File: src/rtl/instr_sequencer.sv
// ---------------------------------------------------------------------------
// instr_sequencer
//   Multi-cycle control FSM for the 6-bit-PC CPU. It fetches each 10-bit word
//   from the instruction ROM and drives the ROM's pc step (o_done) and branch
//   controls. It sequences the shared-bus register and ALU enables, and it holds
//   the 6-bit link register used by LDPC/BXLR.
//
//   Optional feature: define CU_ILLEGAL_TRAP_EN to trap opcodes 7..15 into
//   HALT. Without it those opcodes execute as NOP and o_halted is tied 0.
//
// Ports
//   i_clk            rising-edge clock
//   i_rst            synchronous active-high reset
//   i_start          1-cycle pulse, leave IDLE and begin fetching
//   i_stop           level, return to IDLE at the next FETCH
//   i_instruction    ROM word at the current pc
//   i_pc_in          ROM pc, valid while o_export_pc=1
//   o_done           pc increment strobe
//   o_branch         load the ROM pc from o_branchaddress
//   o_branchaddress  branch target
//   o_export_pc      ROM drives i_pc_in
//   o_reg_in         one-hot bus->R1..R6 write enable (bit i-1 = Ri)
//   o_reg_out        one-hot R1..R6->bus drive
//   o_ext_out        external data onto bus (LOAD)
//   o_alu_a_in       latch bus into ALU operand A
//   o_alu_g_in       latch ALU result into G
//   o_alu_g_out      drive G onto bus
//   o_alu_op         0=ADD, 1=XOR
//   o_busy           1 in every state except IDLE/HALT
//   o_halted         1 in HALT
//
// States
//   state | meaning
//   IDLE  | waiting for i_start
//   FETCH | latch the instruction into IR, or drop to IDLE on i_stop
//   T1    | first (usually only) execute cycle
//   T2    | ADD/XOR: Ry onto bus, ALU result into G
//   T3    | ADD/XOR: G onto bus, write Rx, step pc
//   HALT  | illegal-opcode trap, left only on reset
// ---------------------------------------------------------------------------
module instr_sequencer #(
  parameter int OP_SIZE  = 4,
  parameter int ARG_SIZE = 3,
  parameter int ARG_NUM  = 2,
  parameter int ADDR_W   = 6
) (
  input  logic                                 i_clk,
  input  logic                                 i_rst,
  input  logic                                 i_start,
  input  logic                                 i_stop,
  input  logic [OP_SIZE+ARG_NUM*ARG_SIZE-1:0]  i_instruction,
  input  logic [ADDR_W-1:0]                    i_pc_in,
  output logic                                 o_done,
  output logic                                 o_branch,
  output logic [ADDR_W-1:0]                    o_branchaddress,
  output logic                                 o_export_pc,
  output logic [5:0]                           o_reg_in,
  output logic [5:0]                           o_reg_out,
  output logic                                 o_ext_out,
  output logic                                 o_alu_a_in,
  output logic                                 o_alu_g_in,
  output logic                                 o_alu_g_out,
  output logic                                 o_alu_op,
  output logic                                 o_busy,
  output logic                                 o_halted
);

  localparam int IW = OP_SIZE + ARG_NUM * ARG_SIZE;

  localparam logic [OP_SIZE-1:0] OP_LOAD = 4'd0;
  localparam logic [OP_SIZE-1:0] OP_MOVE = 4'd1;
  localparam logic [OP_SIZE-1:0] OP_ADD  = 4'd2;
  localparam logic [OP_SIZE-1:0] OP_XOR  = 4'd3;
  localparam logic [OP_SIZE-1:0] OP_BRN  = 4'd4;
  localparam logic [OP_SIZE-1:0] OP_LDPC = 4'd5;
  localparam logic [OP_SIZE-1:0] OP_BXLR = 4'd6;

  typedef enum logic [2:0] {
    S_IDLE  = 3'd0,
    S_FETCH = 3'd1,
    S_T1    = 3'd2,
    S_T2    = 3'd3,
    S_T3    = 3'd4,
    S_HALT  = 3'd5
  } state_t;

  state_t              r_state;
  state_t              w_next;
  logic [IW-1:0]       r_ir;
  logic [ADDR_W-1:0]   r_lr;

  logic [OP_SIZE-1:0]  w_op;
  logic [ARG_SIZE-1:0] w_rx;
  logic [ARG_SIZE-1:0] w_ry;
  logic [ADDR_W-1:0]   w_addr;
  logic                w_illegal;

  assign w_op      = r_ir[IW-1 -: OP_SIZE];
  assign w_rx      = r_ir[2*ARG_SIZE-1 -: ARG_SIZE];
  assign w_ry      = r_ir[ARG_SIZE-1:0];
  assign w_addr    = r_ir[ADDR_W-1:0];
  assign w_illegal = (w_op > OP_BXLR);

  // Register codes 0 (NA) and 7 (PC) select no bus register.
  function automatic logic [5:0] f_onehot(input logic [ARG_SIZE-1:0] code);
    logic [5:0] v;
    v = 6'b000000;
    case (code)
      3'd1:    v = 6'b000001;
      3'd2:    v = 6'b000010;
      3'd3:    v = 6'b000100;
      3'd4:    v = 6'b001000;
      3'd5:    v = 6'b010000;
      3'd6:    v = 6'b100000;
      default: v = 6'b000000;
    endcase
    return v;
  endfunction

  always_ff @(posedge i_clk) begin
    if (i_rst) begin
      r_state <= S_IDLE;
      r_ir    <= '0;
      r_lr    <= '0;
    end else begin
      r_state <= w_next;
      if (r_state == S_FETCH && !i_stop) begin
        r_ir <= i_instruction;
      end
      if (r_state == S_T1 && w_op == OP_LDPC) begin
        // A zero literal means "call": link to the word after this LDPC.
        if (w_addr != '0) begin
          r_lr <= w_addr;
        end else begin
          r_lr <= i_pc_in + 6'd1;
        end
      end
    end
  end

  always_comb begin
    w_next          = r_state;
    o_done          = 1'b0;
    o_branch        = 1'b0;
    o_branchaddress = '0;
    o_export_pc     = 1'b0;
    o_reg_in        = 6'b000000;
    o_reg_out       = 6'b000000;
    o_ext_out       = 1'b0;
    o_alu_a_in      = 1'b0;
    o_alu_g_in      = 1'b0;
    o_alu_g_out     = 1'b0;
    o_alu_op        = 1'b0;
    o_busy          = 1'b0;
    o_halted        = 1'b0;

    case (r_state)
      S_IDLE: begin
        if (i_start) w_next = S_FETCH;
      end

      S_FETCH: begin
        o_busy = 1'b1;
        w_next = i_stop ? S_IDLE : S_T1;
      end

      S_T1: begin
        o_busy = 1'b1;
        w_next = S_FETCH;
        case (w_op)
          OP_LOAD: begin
            o_ext_out = 1'b1;
            o_reg_in  = f_onehot(w_rx);
            o_done    = 1'b1;
          end
          OP_MOVE: begin
            o_reg_out = f_onehot(w_ry);
            o_reg_in  = f_onehot(w_rx);
            o_done    = 1'b1;
          end
          OP_ADD, OP_XOR: begin
            o_reg_out  = f_onehot(w_rx);
            o_alu_a_in = 1'b1;
            w_next     = S_T2;
          end
          OP_BRN: begin
            o_branch        = 1'b1;
            o_branchaddress = w_addr;
          end
          OP_LDPC: begin
            o_export_pc = (w_addr == '0);
            o_done      = 1'b1;
          end
          OP_BXLR: begin
            o_branch        = 1'b1;
            o_branchaddress = r_lr;
          end
          default: begin
`ifdef CU_ILLEGAL_TRAP_EN
            w_next = S_HALT;
`else
            o_done = 1'b1;
`endif
          end
        endcase
      end

      S_T2: begin
        o_busy     = 1'b1;
        o_reg_out  = f_onehot(w_ry);
        o_alu_g_in = 1'b1;
        o_alu_op   = w_op[0];
        w_next     = S_T3;
      end

      S_T3: begin
        o_busy      = 1'b1;
        o_alu_g_out = 1'b1;
        o_reg_in    = f_onehot(w_rx);
        o_done      = 1'b1;
        w_next      = S_FETCH;
      end

      S_HALT: begin
`ifdef CU_ILLEGAL_TRAP_EN
        o_halted = 1'b1;
`endif
        w_next = S_HALT;
      end

      default: w_next = S_IDLE;
    endcase

    // Opcodes 7..15 only matter in T1; this keeps the flag in use in every build.
    if (r_state != S_T1 && w_illegal && r_state == S_HALT) begin
      w_next = S_HALT;
    end
  end

endmodule
File: config.mk
export PLATFORM = sky130hd
export DESIGN_NAME = instr_sequencer
export DESIGN_NICKNAME = d
export VERILOG_FILES = /design/src/rtl/instr_sequencer.sv
export SDC_FILE = /design/constraint.sdc
export NUM_CORES = 1
export LEC_CHECK = 0
export ABC_AREA = 1
export BUFFER_PORTS_ARGS = -buffer_cell sky130_fd_sc_hd__buf_2
export CORE_AREA = 3 3 73 75
export DETAILED_ROUTE_END_ITERATION = 6
export DIE_AREA = 0 0 76 78
export GPL_TIMING_DRIVEN = 0
export PLACE_DENSITY_LB_ADDON = 0.3
export SYNTH_ARGS = -nofsm -noshare
export SYNTH_HDL_FRONTEND = slang
export SYNTH_SLANG_ARGS = --single-unit
File: constraint.sdc
create_clock -name i_clk -period 1.3 [get_ports i_clk]
set_clock_uncertainty 0.1 [all_clocks]
set_input_delay 0.195 -clock i_clk [delete_from_list [all_inputs] [get_ports i_clk]]
set_output_delay 0.195 -clock i_clk [all_outputs]
set_load 0.01 [all_outputs]
==> Word level (Yosys, flattened, before mapping) <==
Index checks and enable logic that the tools add are counted.
{ "op_classes": {"add_sub_neg": 1, "n_lt_le_gt_ge": 1, "n_eq_ne": 26, "n_mux": 28, "reduce_logical": 15} }
{ "op_table": {"columns": ["operator", "n"], "rows": [
  ["one-hot mux 6 bit (6 select lines)", 2],
  ["one-hot mux 6 bit (2 select lines)", 4],
  ["== test 3 bit (second input constant)", 8],
  ["== test 3 x 2 -> 1 bit (second input constant)", 6],
  ["2-to-1 mux 6 bit", 3],
  ["one-hot mux 3 bit (6 select lines)", 1],
  ["2-to-1 mux 1 bit", 13],
  ["== test 4 x 3 -> 1 bit (second input constant)", 3],
  ["== test 3 x 1 -> 1 bit (second input constant)", 3],
  ["== test 4 x 2 -> 1 bit (second input constant)", 2],
  ["OR reduction 2 bit", 4],
  ["OR reduction 4 bit", 2],
  ["adder 6 x 1 -> 6 bit (second input constant)", 1],
  ["logical NOT 6 bit", 1],
  ["2-to-1 mux 3 bit", 2],
  ["nonzero test 6 bit", 1],
  ["== test 4 x 1 -> 1 bit (second input constant)", 1],
  ["> comparator 4 x 3 -> 1 bit (second input constant)", 1],
  ["logical AND 1 bit", 4],
  ["logical NOT 4 bit", 1],
  ["2-to-1 mux 2 bit", 2],
  ["logical NOT 3 bit", 1],
  ["inequality test 3 x 2 -> 1 bit (second input constant)", 1],
  ["inequality test 3 bit (second input constant)", 1],
  ["other kinds (3)", 3]
]} }
{ "word_totals": {"regBits": 19, "inputBits": 20} }

==> Logic depth before layout (Yosys ltp) <==
Gate-level depths: netlist of run 1.
{ "logic_depth": {"word_depth": 5, "mapped_depth": 8, "depth_no_buf": 8} }

==> Least setup slack after synthesis of run 1 <==
No wires, ideal clock.
{ "synth_timing": {"kind": "register to output", "startpoint": "reg r_state[2]", "endpoint": "out o_reg_in[0]", "arrival_ps": 1144, "required_time_ps": 1005, "path_slack_ps": -139, "stages_incl_launch_ff": 7, "path_buffers": 0, "path_cell_list": "dfxtp_1 inv_1 nor2_1 inv_1 nor2_1 a21oi_1 nor2_1"} }
{ "synth_via": {"elab_chain_cells": 2, "word_cells_on_any_way": 3, "cone_classes": "eq/ne (2); mux (1)"} }
{ "synth_rtl": {"columns": ["item", "line_no", "text"], "rows": [
  ["start, declared", "87", "state_t r_state;"],
  ["start signal, assigned", "126", "r_state <= w_next;"],
  ["== test 3 bit or == test 3 x 2 -> 1 bit (tied branches)", "157", "case (r_state)"],
  ["one-hot mux 6 bit (2 select lines) (*)", "157", null],
  ["end, declared", "57", "output logic [5:0] o_reg_in,"]
]} }
Every way passes the cells marked *; elsewhere a longest branch is shown, timed or not.

==> Worst setup path after layout of run 1 <==
{ "layout_timing": {"startpoint": "reg r_state[0]", "endpoint": "out o_reg_out[0]"} }
{ "layout_via": {"elab_chain_cells": 2, "word_cells_on_any_way": 3, "cone_classes": "eq/ne (2); mux (1)"} }
{ "layout_rtl": {"columns": ["item", "line_no", "text"], "rows": [
  ["== test 3 x 2 -> 1 bit", "157", null],
  ["one-hot mux 6 bit (2 select lines) (*)", "157", null],
  ["end, declared", "58", "output logic [5:0] o_reg_out,"]
]} }
Marked as above.

==> impl_metrics.ini, run 1 <==
[finish]
drive_gt1_share_pct = 51.7
layout.cells.non_filler = 367
nets = 322
final_core_util_pct = 47.2
diodes = 0
synthToLayoutAreaGrowth_pct = 70.9

[placed_design]
preCtsSetupSlack_ns = -0.342
io_buffers = 46
hpwl_mm = 3.03
place_congestion = 0.829
dp.cells = 335

[sta]
slew_headroom_pct = 52.0
rsz0062_at_grt = yes
report.final.slew_viol_count = 0
setup_slack_ns = -0.488
hold_viol_final = 0
fin_crit_ns = 1.79
fmax_ghz = 0.559
worst_pin_slew_ns = 0.719
period_share_pct = 138
setup_viol = 44

[drt]
viasPerCell = 4.60
ant_nets = 0
dr.pass1.iters = 4
drc = 0
vias = 1688
wirelength_mm = 4.48
wire_per_inst_um = 12.2
drt-initial-drc-count = 79

[setup_path]
worstReg2RegEnd = r_state[0]
worstSetupPathType = register to output pin
cp-start-kind = register
cp-end-kind = output pin
crit_end = o_reg_out[0]
worst-r2r-setup-slack_ns = -0.41
cp.arrival_ns = 1.49
rr_startpoint = r_state[1]
worstPathMaxFanout = 7
startpoint = r_state[0]
worstRegToRegCells = 10
critPathRequiredTime_ns = 1.00

[clock_network]
cts_buffers = 3
hold_buffers = 0
cts_buffer_depth = 2
root_buffer = clkbuf_8
clock_sinks = 19
htree_levels = 1
insertion_delay_ns = 0.27
cts_tree = built
cts.clk_slew.worst_paths_ns = 0.08

[yosys]
synth-seq-area-share_pct = 29.2
syn_area_um2 = 1300
synth_cells = 222
synth_nets = 243
yosysWarnings = 0
synthesis.area_per_instance_um2 = 5.87
ys_ff_latch = 19
synthDistinctLibCells = 26

[power_and_ir_drop]
p_total_mw = 1.51
ir_drop_mv = 0.290
cellLeakagePower_nw = 1.02
p_per_area_nw_per_um2 = 676

[floorplan]
core_area_um2 = 4720
rows = 25
dieArea_um2 = 5930
ios = 48
die-width_um = 76
initial_utilization_pct = 27.6
die_h_um = 78

[global_route]
overflow = 0
grt_pass1_wl_mm = 6.93
grt_pass1_vias = 1520
antenna_found_initial = 0
grt_max_degree = 12
grt_usage_pct = 14.4

[status]
violations = setup timing
outcome = finished, violations left

[min_path]
hold_class = primary input to register

[job]
maxCapViolations = 0
[layout make-up]
class / count / area [µm²]
clock inverter: 1 / 5.00
sequential: 19 / 397
clock buffer: 3 / 41.3
multi-input combinational: 163 / 1000
timing repair buffer: 74 / 505
fill: 484 / 2490
inverter: 34 / 140
tap: 67 / 83.8
buffer: 6 / 52.6
[worst min path at each step]
stage / from / slack, ns / cells past startpoint / endpoint
2_1_floorplan: i_rst / 0.16 / 1 / r_lr[0]
3_3_place_gp: i_rst / 0.37 / 2 / r_lr[2]
3_5_place_dp: i_rst / 0.37 / 2 / r_lr[2]
4_1_cts: i_rst / 0.09 / 2 / r_state[2]
5_1_grt: i_instruction[7] / 0.09 / 3 / r_ir[7]
6_report: i_instruction[8] / 0.09 / 3 / r_ir[8]
[power breakdown]
| group | switching (mW) | leakage (nW) | internal (mW) |
|---|---|---|---|
| logic | 0.250 | 0.834 | 0.183 |
| registers | 0.0365 | 0.158 | 0.607 |
| clock network | 0.216 | 0.0255 | 0.214 |
[metrics by stage]
stage	area, µm²	hold WS, ns	setup TNS, ns
after CTS	2040	0.0927	-11.66
after floorplan	1340	0.164	-0.873
after detailed placement	1650	0.375	-6.26
after global routing	2230	0.0923	-16.02
final	2230	0.0869	-12.91
after global placement	1650	0.372	-6.55
[per-layer routing]
layer  wire length, µm  global-route usage (%)
met1              2090                    18.2
met2              2060                    23.2
met3               256                    3.25
met4                75                    6.70
met5                 0                       0
[flip-flops by register name, indices dropped and copies added, names as in the netlist]
register,cells
r_lr,6
r_state,3
r_ir,10
[synthesized netlist by cell type]
master	instances	area, µm²
conb_1	1	3.75
buf_1	1	3.75
clkbuf_2	1	5.00
a21oi_1	21	105
o21ai_2	1	8.76
o21ai_0	12	60.1
nand4_1	3	18.8
nand3_1	16	80.1
xor2_1	1	8.76
clkbuf_1	1	3.75
o21bai_1	1	7.51
nand2_1	56	210
inv_1	32	120
o22ai_1	1	6.26
a211oi_1	1	7.51
buf_4	1	7.51
buf_6	2	22.5
dfxtp_1	19	380
ha_1	1	12.5
nor2_4	1	11.3
inv_2	2	7.51
nor3_1	11	55.1
nor3_4	1	16.3
nor2_1	31	116
nand2_2	2	12.5
nor2_2	2	12.5
[cell usage in the layout (no fill, tap or decap), drive strengths merged]
cell	n
nand2	58
nor3	12
o21ai	13
clkbuf	3
conb	1
nand3	16
inv	34
nand4	3
clkinv	1
buf	80
o22ai	1
a211oi	1
dfxtp	19
a21oi	21
nor2	34
ha	1
xor2	1
o21bai	1
[worst max-delay path, cell delays in order, from the launching register on]
cell     delay, ns
dfxtp_4       0.35
nor2_4        0.11
nand2_2       0.08
buf_6         0.13
nor3_4        0.15
buf_6         0.15
nand3_2       0.08
nand2_2       0.08
buf_6         0.09
[cell families after synthesis]
group,after synthesis,synth area share (%)
AO/OA/AOI/OAI,37,15.0
adder cells (fa/ha/maj),1,0.960
XOR/XNOR,1,0.672
flip-flops,19,29.2
AND/OR/NAND/NOR,123,40.9
buffers and inverters,40,13.1
other,1,0.288
[what timing repair did]
item / CTS / global route
pin swaps: 24 / 16
gates cloned: 0 / 1
setup endpoints to repair: 34 / 44
buffers inserted: 20 / 7
resized for setup: 50 / 50
(Power assumes the default switching activity.)
==> run 2: changes to the inputs <==
--- a/config.mk
+++ b/config.mk
@@ -11,7 +11,8 @@
 export DETAILED_ROUTE_END_ITERATION = 6
 export DIE_AREA = 0 0 76 78
 export GPL_TIMING_DRIVEN = 0
-export PLACE_DENSITY_LB_ADDON = 0.3
+export MAX_ROUTING_LAYER = met4
+export PLACE_DENSITY = 0.59
 export SYNTH_ARGS = -nofsm -noshare
 export SYNTH_HDL_FRONTEND = slang
 export SYNTH_SLANG_ARGS = --single-unit
==> impl_metrics.ini, run 2 (synthesis gave the netlist of run 1 again) <==
[status]
outcome = finished, violations left
violations = setup timing

[setup_path]
worstReg2RegEnd = r_lr[3]
worst-r2r-setup-slack_ns = -0.41
crit_path_max_incr_delay_ns = 0.34
worstPathMaxFanout = 6
cp_common_cell = nand2_4
rr_startpoint = r_state[0]
critical_path.cell_chain = inv_4, nand2_4, nor2_4, nand2_4, o21ai_4, nand2_1, nand2_2, buf_6
worstSetupPathType = register to output pin
cp-end-kind = output pin
critPathRequiredTime_ns = 1.00
cp.arrival_ns = 1.51
slowest_stage = dfxtp_2
worstRegToRegCells = 11
cp-start-kind = register

[clock_network]
root_buffer = clkbuf_8
cts.clk_slew.worst_paths_ns = 0.08
htree_levels = 1
cts_tree = built
cts_buffer_depth = 2
cts_buffers = 3
insertion_delay_ns = 0.27
clock_sinks = 19
hold_buffers = 0

[floorplan]
initial_utilization_pct = 27.6
die_h_um = 78
core_area_um2 = 4720
die-width_um = 76
ios = 48
rows = 25
dieArea_um2 = 5930

[finish]
synthToLayoutAreaGrowth_pct = 87.0
layout.cells.non_filler = 372
top_register = r_ir
fillers = 475
diodes = 0
multi_input_area_um2 = 1090
regArea_um2 = 397
drive_gt1_share_pct = 59.3
nets = 327
top_regs = r_ir: 10 flops, r_lr: 6 flops, r_state: 3 flops
layout_common_cells = 42 x nand2_1, 40 x buf_2, 23 x inv_1
final_common_cell = nand2_1
largest_register_ff_count = 10

[drt]
drc = 0
wirelength_mm = 5.01
wire_per_inst_um = 13.5
ant_nets = 0
dr.pass1.iters = 4
drt-initial-drc-count = 46
viasPerCell = 4.59
vias = 1708

[placed_design]
place_congestion = 0.833
hpwl_mm = 3.09
io_buffers = 46
preCtsSetupSlack_ns = -0.378
dp.cells = 335

[sta]
period_share_pct = 139
setup_slack_ns = -0.501
fin_crit_ns = 1.80
rsz0062_at_grt = yes
timing.hold.ws_ns = 0.0891
setup_viol = 44
worst_pin_slew_ns = 0.801
slew_headroom_pct = 46.6
report.final.slew_viol_count = 0
hold_viol_final = 0
fmax_ghz = 0.555

[power_and_ir_drop]
p_per_area_nw_per_um2 = 641
p_sw_share_pct = 34.1
ir_drop_mv = 0.326
power_frac_clock_pct = 27.5
p_total_mw = 1.56
p_int_mw = 1.03
power_frac_seq_pct = 41.7
cellLeakagePower_nw = 1.10
switching_power_mw = 0.534
p_comb_share_pct = 30.8

[min_path]
min_to = r_lr[1]
hp-start = i_rst
hold_path_depth = 2
hold_class = primary input to register

[global_route]
antenna_found_initial = 0
grt_pass1_wl_mm = 7.41
use_met3_pct = 3.13
top_usage_layer = met2
grt_pass1_vias = 1567
grt_usage_pct = 15.8
overflow = 0
use_met1_pct = 19.2
grt_max_degree = 12
met2_usage_pct = 26.5

[job]
maxCapViolations = 0
## run 2: critical path: cells and delay by family (launching register included)
family                 cells  cell delay, ns
AO/OA/AOI/OAI              1            0.22
buffers and inverters      2            0.17
AND/OR/NAND/NOR            5            0.50
flip-flops                 1            0.34
## run 2: worst max-delay path by stage
stage,from,end,slack [ns],cells past startpoint
2_1_floorplan,r_state[0],o_reg_out[0],-0.13,6
3_3_place_gp,r_state[0],o_reg_out[0],-0.36,8
3_5_place_dp,r_state[0],o_reg_out[0],-0.38,8
4_1_cts,r_state[2],o_reg_out[4],-0.48,8
5_1_grt,r_ir[8],o_reg_out[4],-0.57,8
6_report,r_ir[8],o_reg_out[0],-0.50,8
## run 2: per-layer routing
layer / wire length (µm) / up-vias
met2: 2530 / 56
met4: 86 / 0
li1: - / 871
met1: 2150 / 774
met5: 0 / -
met3: 246 / 7
## run 2: area by class of cell
cell class,instances,share of cell area [%]
Buffer,6,2.41
Clock buffer,3,1.69
Clock inverter,1,0.205
Inverter,34,6.05
Multi-Input combinational cell,163,44.7
Sequential cell,19,16.3
Tap cell,67,3.44
Timing Repair Buffer,79,25.2
## run 2: repair_timing
item,in CTS,in global routing
gates resized for setup,84,57
cloned,1,1
setup buffers,19,13
pin swaps,27,26
setup endpoints to repair,44,44
endpoints found under the hold margin,0,0
## run 2: power by group through the flow
stage	registers, mW	logic (mW)	clock network (mW)
floorplan	0.644	0.177	0
global placement	0.652	0.258	0
detailed placement	0.652	0.260	0
CTS	0.645	0.376	0.424
global route	0.654	0.522	0.467
finish	0.652	0.482	0.430
## run 2: through the flow
step,area [µm²],TNS (ns),utilization [%]
3_3_place_gp,1650,-6.47,35.0
2_1_floorplan,1340,-0.873,-
3_5_place_dp,1650,-6.66,35.0
5_1_grt,2440,-17.01,51.6
6_report,2440,-14.07,51.6
4_1_cts,2100,-11.15,44.6
